$ cat config.mk
export PLATFORM = sky130hd
export DESIGN_NAME = fifo_wr_arbiter
export DESIGN_NICKNAME = d
export VERILOG_FILES = /design/src/rtl/fifo_wr_arbiter.sv
export SDC_FILE = /design/constraint.sdc
export NUM_CORES = 1
export LEC_CHECK = 0
export CAP_MARGIN = 10
export CORE_ASPECT_RATIO = 0.8
export CORE_MARGIN = 1
export CORE_UTILIZATION = 35
export CTS_BUF_LIST = sky130_fd_sc_hd__clkbuf_8
export DETAILED_ROUTE_END_ITERATION = 7
export GPL_TIMING_DRIVEN = 0
export HOLD_SLACK_MARGIN = 0.1
export PLACE_DENSITY = 0.72
export SLEW_MARGIN = 20
export SYNTH_ARGS = -nofsm -noshare
export SYNTH_HDL_FRONTEND = slang
export SYNTH_SLANG_ARGS = --single-unit
$ cat constraint.sdc
create_clock -name clk -period 3.8 [get_ports clk]
set_input_delay 0.76 -clock clk [delete_from_list [all_inputs] [get_ports clk]]
set_output_delay 0.76 -clock clk [all_outputs]
set_load 0.03 [all_outputs]
$ cat src/rtl/fifo_wr_arbiter.sv
// fifo_wr_arbiter
//   Round-robin arbiter that shares the single write port of a FIFO between
//   NUM_REQ valid/ready requesters. A grant is held for a burst of up to
//   BURST_MAX words so that one producer's data stays contiguous in the FIFO.
//   There is no data buffering: the owner's data passes straight to fifo_din.
//
// Ports
//   clk         write-side clock, all logic on posedge
//   reset       synchronous, active-high reset
//   req_valid   per-requester valid
//   req_data    flattened data, requester i owns [i*DATA_WIDTH +: DATA_WIDTH]
//   req_ready   per-requester ready (word accepted this cycle)
//   fifo_full   FIFO full flag
//   fifo_wr_en  FIFO write enable
//   fifo_din    FIFO write data (0 while idle)
//   grant_id    current owner index, valid while busy=1
//   busy        1 while a grant is held
//   wr_count    total words written since reset, wraps at 16 bits
module fifo_wr_arbiter #(
    parameter int DATA_WIDTH = 8,
    parameter int NUM_REQ    = 4,
    parameter int BURST_MAX  = 4
) (
    input  logic                            clk,
    input  logic                            reset,
    input  logic [NUM_REQ-1:0]              req_valid,
    input  logic [NUM_REQ*DATA_WIDTH-1:0]   req_data,
    output logic [NUM_REQ-1:0]              req_ready,
    input  logic                            fifo_full,
    output logic                            fifo_wr_en,
    output logic [DATA_WIDTH-1:0]           fifo_din,
    output logic [$clog2(NUM_REQ)-1:0]      grant_id,
    output logic                            busy,
    output logic [15:0]                     wr_count
);

    localparam int ID_W = $clog2(NUM_REQ);
    localparam int BCW  = $clog2(BURST_MAX + 1);

    typedef enum logic {
        IDLE,
        GRANT
    } state_t;

    state_t          state;
    logic [ID_W-1:0] last_grant;
    logic [BCW-1:0]  burst_cnt;

    logic            owner_valid;
    logic            xfer;
    logic [ID_W-1:0] winner;
    logic            found;
    int unsigned     scan_idx;

    // grant_id doubles as the owner register
    assign owner_valid = req_valid[grant_id];

    // Gated by reset so a word presented in a reset cycle is never written.
    assign xfer = (state == GRANT) && owner_valid && !fifo_full && !reset;

    assign fifo_wr_en = xfer;

    always_comb begin
        req_ready = '0;
        if (xfer) begin
            req_ready[grant_id] = 1'b1;
        end
    end

    always_comb begin
        fifo_din = '0;
        if (state == GRANT) begin
            fifo_din = req_data[32'(grant_id) * DATA_WIDTH +: DATA_WIDTH];
        end
    end

    // Round-robin search starting just after last_grant, wrapping modulo NUM_REQ.
    always_comb begin
        winner   = '0;
        found    = 1'b0;
        scan_idx = 0;
        for (int unsigned i = 1; i <= NUM_REQ; i++) begin
            scan_idx = 32'(last_grant) + i;
            if (scan_idx >= unsigned'(NUM_REQ)) begin
                scan_idx = scan_idx - unsigned'(NUM_REQ);
            end
            if (!found && req_valid[scan_idx[ID_W-1:0]]) begin
                found  = 1'b1;
                winner = scan_idx[ID_W-1:0];
            end
        end
    end

    always_ff @(posedge clk) begin
        if (reset) begin
            state      <= IDLE;
            busy       <= 1'b0;
            grant_id   <= '0;
            burst_cnt  <= '0;
            wr_count   <= '0;
            last_grant <= ID_W'(NUM_REQ - 1);
        end else begin
            case (state)
                IDLE: begin
                    if (found) begin
                        grant_id  <= winner;
                        burst_cnt <= '0;
                        busy      <= 1'b1;
                        state     <= GRANT;
                    end
                end
                GRANT: begin
                    if (!owner_valid) begin
                        // owner dropped valid: release with no write, even if full
                        last_grant <= grant_id;
                        busy       <= 1'b0;
                        state      <= IDLE;
                    end else if (!fifo_full) begin
                        wr_count <= wr_count + 16'd1;
                        if (burst_cnt == BCW'(BURST_MAX - 1)) begin
                            last_grant <= grant_id;
                            busy       <= 1'b0;
                            state      <= IDLE;
                        end else begin
                            burst_cnt <= burst_cnt + 1'b1;
                        end
                    end
                    // full with owner valid: stall, grant and burst_cnt held
                end
                default: begin
                    state <= IDLE;
                    busy  <= 1'b0;
                end
            endcase
        end
    end

endmodule

==> reports/results.ini <==
[outcome]
status = completed

[floorplan]
dieHeight_um = 63.4
core-area_um2 = 4360
initial_utilization_pct = 37.8
die_w_um = 78.7
dieArea_um2 = 4990
num_rows = 21
io_pins = 71

[min_path]
hold_depth = 2
min_path_type = reg2reg
min_from = wr_count[15]
holdPathEnd = wr_count[15]

[placed_design]
port_buffers = 70
hpwl_mm = 3.69
gp_congestion = 0.770
placed_area_um2 = 2420

[global_route]
grt_antenna_before_repair = 0
grt_pass1_wl_mm = 7.80
grtUsageTotal_pct = 19.9
overflow = 0
grt_pass1_vias = 1611
grt_max_degree = 16

[clocking]
h-tree-depth = 1
cts_root_buffer = clkbuf_8
clock-sinks = 25
cts_buffer_depth = 2
postCtsSetupBuffers = 0
clkTransAtPathRegs_ps = 90
cts_tree = done
insertion_delay_ps = 280
cts_resized = 0
cts_hold_buf = 0
cts_buffers = 3

[drt]
wl_per_cell_um = 15.3
vias = 1777
drc_errors = 0
drt_wl_total_mm = 4.84
via_per_inst = 5.61
drtPass1Iterations = 4
drt-initial-drc-count = 102
ant_nets = 0

[finish]
nets = 303
seq_area_um2 = 500
final_common_cell = clkdlybuf4s50_1
fillCellCount = 411
antenna_cells = 0
area_delta_synth_final_pct = 49.8
design_area_um2 = 2470
drive_gt1_share_pct = 9.62
multiInputGateArea_um2 = 1070
final_core_util_pct = 56.6
mostFrequentLayoutCells = clkdlybuf4s50_1, dfxtp_1, a21oi_1

[synthesis]
synthTopCellsByArea = dfxtp_1, mux4_2, a21oi_1
synthCells = 186
netlist-cell-type-count = 37
synth_top_cell_by_area = dfxtp_1
synth-seq-cells = 25
ys_async_sr_fraction_pct = 0
syn_area_um2 = 1650
synth_edf_count = 0
synthFlopType = dfxtp_1
ys_seq_area_share_pct = 30.3
avgSynthCellArea_um2 = 8.87
synth_top_area_share_pct = 30.3
yosys_warnings = 0
syn_nets = 228

[setup_path]
endpoint_kind = primary output
reg2reg_depth = 7
start_kind = input pin
critPathArrivalTime_ps = 2960
rr_startpoint = grant_id[1]
critPathMaxFanout = 10
path_class = in2out
critPathRequiredTime_ps = 3040
r2r_end = wr_count[1]
r2r_slack_ps = 1910

[sta]
rsz0062_at_grt = false
maxSlewViolCount = 0
fmax_mhz = 269
setup_tns_ps = 0
max_slew_margin_pct = 63.6
tightest_slew_ps = 546
skew_ps = 11.6
period_share_pct = 97.8
fin_crit_ps = 3720
hold_violations = 0
setup_viol = 0

[power_and_ir_drop]
power.density_nw_per_um2 = 273
leakage_nw = 0.829
ir_worst_vdd_mv = 0.179

[run]
maxCapViolCount = 0

## final cells by class
| cell class | count | share of cell area (%) |
|---|---|---|
| clock inverters | 1 | 0.304 |
| multi-input cells | 146 | 43.2 |
| well taps | 57 | 2.89 |
| inverters | 3 | 0.456 |
| plain buffers | 12 | 2.89 |
| clock buffers | 3 | 1.67 |
| flip-flops and latches | 25 | 20.3 |
| repair buffers | 70 | 28.4 |
## metal layers
metal | global-route usage, % | wire (µm)
met1 | 26.9 | 2270
met2 | 31.6 | 2130
met3 | 5.94 | 427
met4 | 2.78 | 18
met5 | 0 | 0
## cells by family after synthesis
kind of cell	Yosys count	synth area share, %
simple gates	82	27.8
flops	25	30.3
xor+xnor	1	0.531
buf+inv	15	5.01
fa+ha+maj	3	2.28
compound gates	47	18.8
mux	13	15.2
## cells in the mapped netlist, types with 2 or more instances
library cell,instances
a21o_1,2
a21oi_1,23
and2_1,10
and3_1,2
and4_1,2
buf_2,3
buf_6,3
clkbuf_1,6
dfxtp_1,25
ha_1,3
inv_1,3
mux2_2,2
mux4_2,9
nand2_1,9
nand2b_1,5
nand3_1,10
nand4_1,4
nor2_1,14
nor2b_1,3
nor3_1,4
o211ai_1,3
o21ai_0,4
o31ai_1,9
or3_1,7
or4_1,9
## per-stage QoR
stage          power [mW]  hold slack (ps)  cells  worst slack [ps]
6_report            0.674              487    317              84.2
5_1_grt             0.709              532    317              5.05
4_1_cts             0.678              494    317              80.0
3_5_place_dp        0.516              479    313              85.5
3_3_place_gp        0.512              477    313              74.3
2_1_floorplan       0.421              468    186              1250
## critical path, cell delays in order
cell and delay (ps):
clkdlybuf4s50_1 520, mux2_4 330, a32oi_4 360, buf_6 190
buf_6 140, nor2_1 40, clkdlybuf4s50_1 600
## flip-flops by register name, summed over array words and instances (netlist names)
| name | flops |
|---|---|
| last_grant | 2 |
| wr_count | 16 |
| grant_id | 2 |
| state | 1 |
| burst_cnt | 3 |
| busy | 1 |
## power by group
group / switching [mW] / total (mW) / internal (mW) / leakage, nW
Clock: 0.0903 / 0.165 / 0.0744 / 0.0217
Sequential: 0.00994 / 0.281 / 0.271 / 0.203
Combinational: 0.108 / 0.228 / 0.120 / 0.604
Total: 0.209 / 0.674 / 0.465 / 0.829
## how the worst max path moves through the flow
stage / startpoint / endpoint / slack (ps) / cells past startpoint
after floorplan: fifo_full / fifo_wr_en / 1250 / 5
after global placement: req_valid[2] / fifo_wr_en / 70 / 7
after detailed placement: req_valid[2] / fifo_wr_en / 90 / 7
after CTS: req_valid[2] / fifo_wr_en / 80 / 7
after global routing: req_valid[3] / fifo_wr_en / 5 / 7
final: req_valid[2] / fifo_wr_en / 80 / 7
No activity file was read; power rests on OpenSTA's default activity.
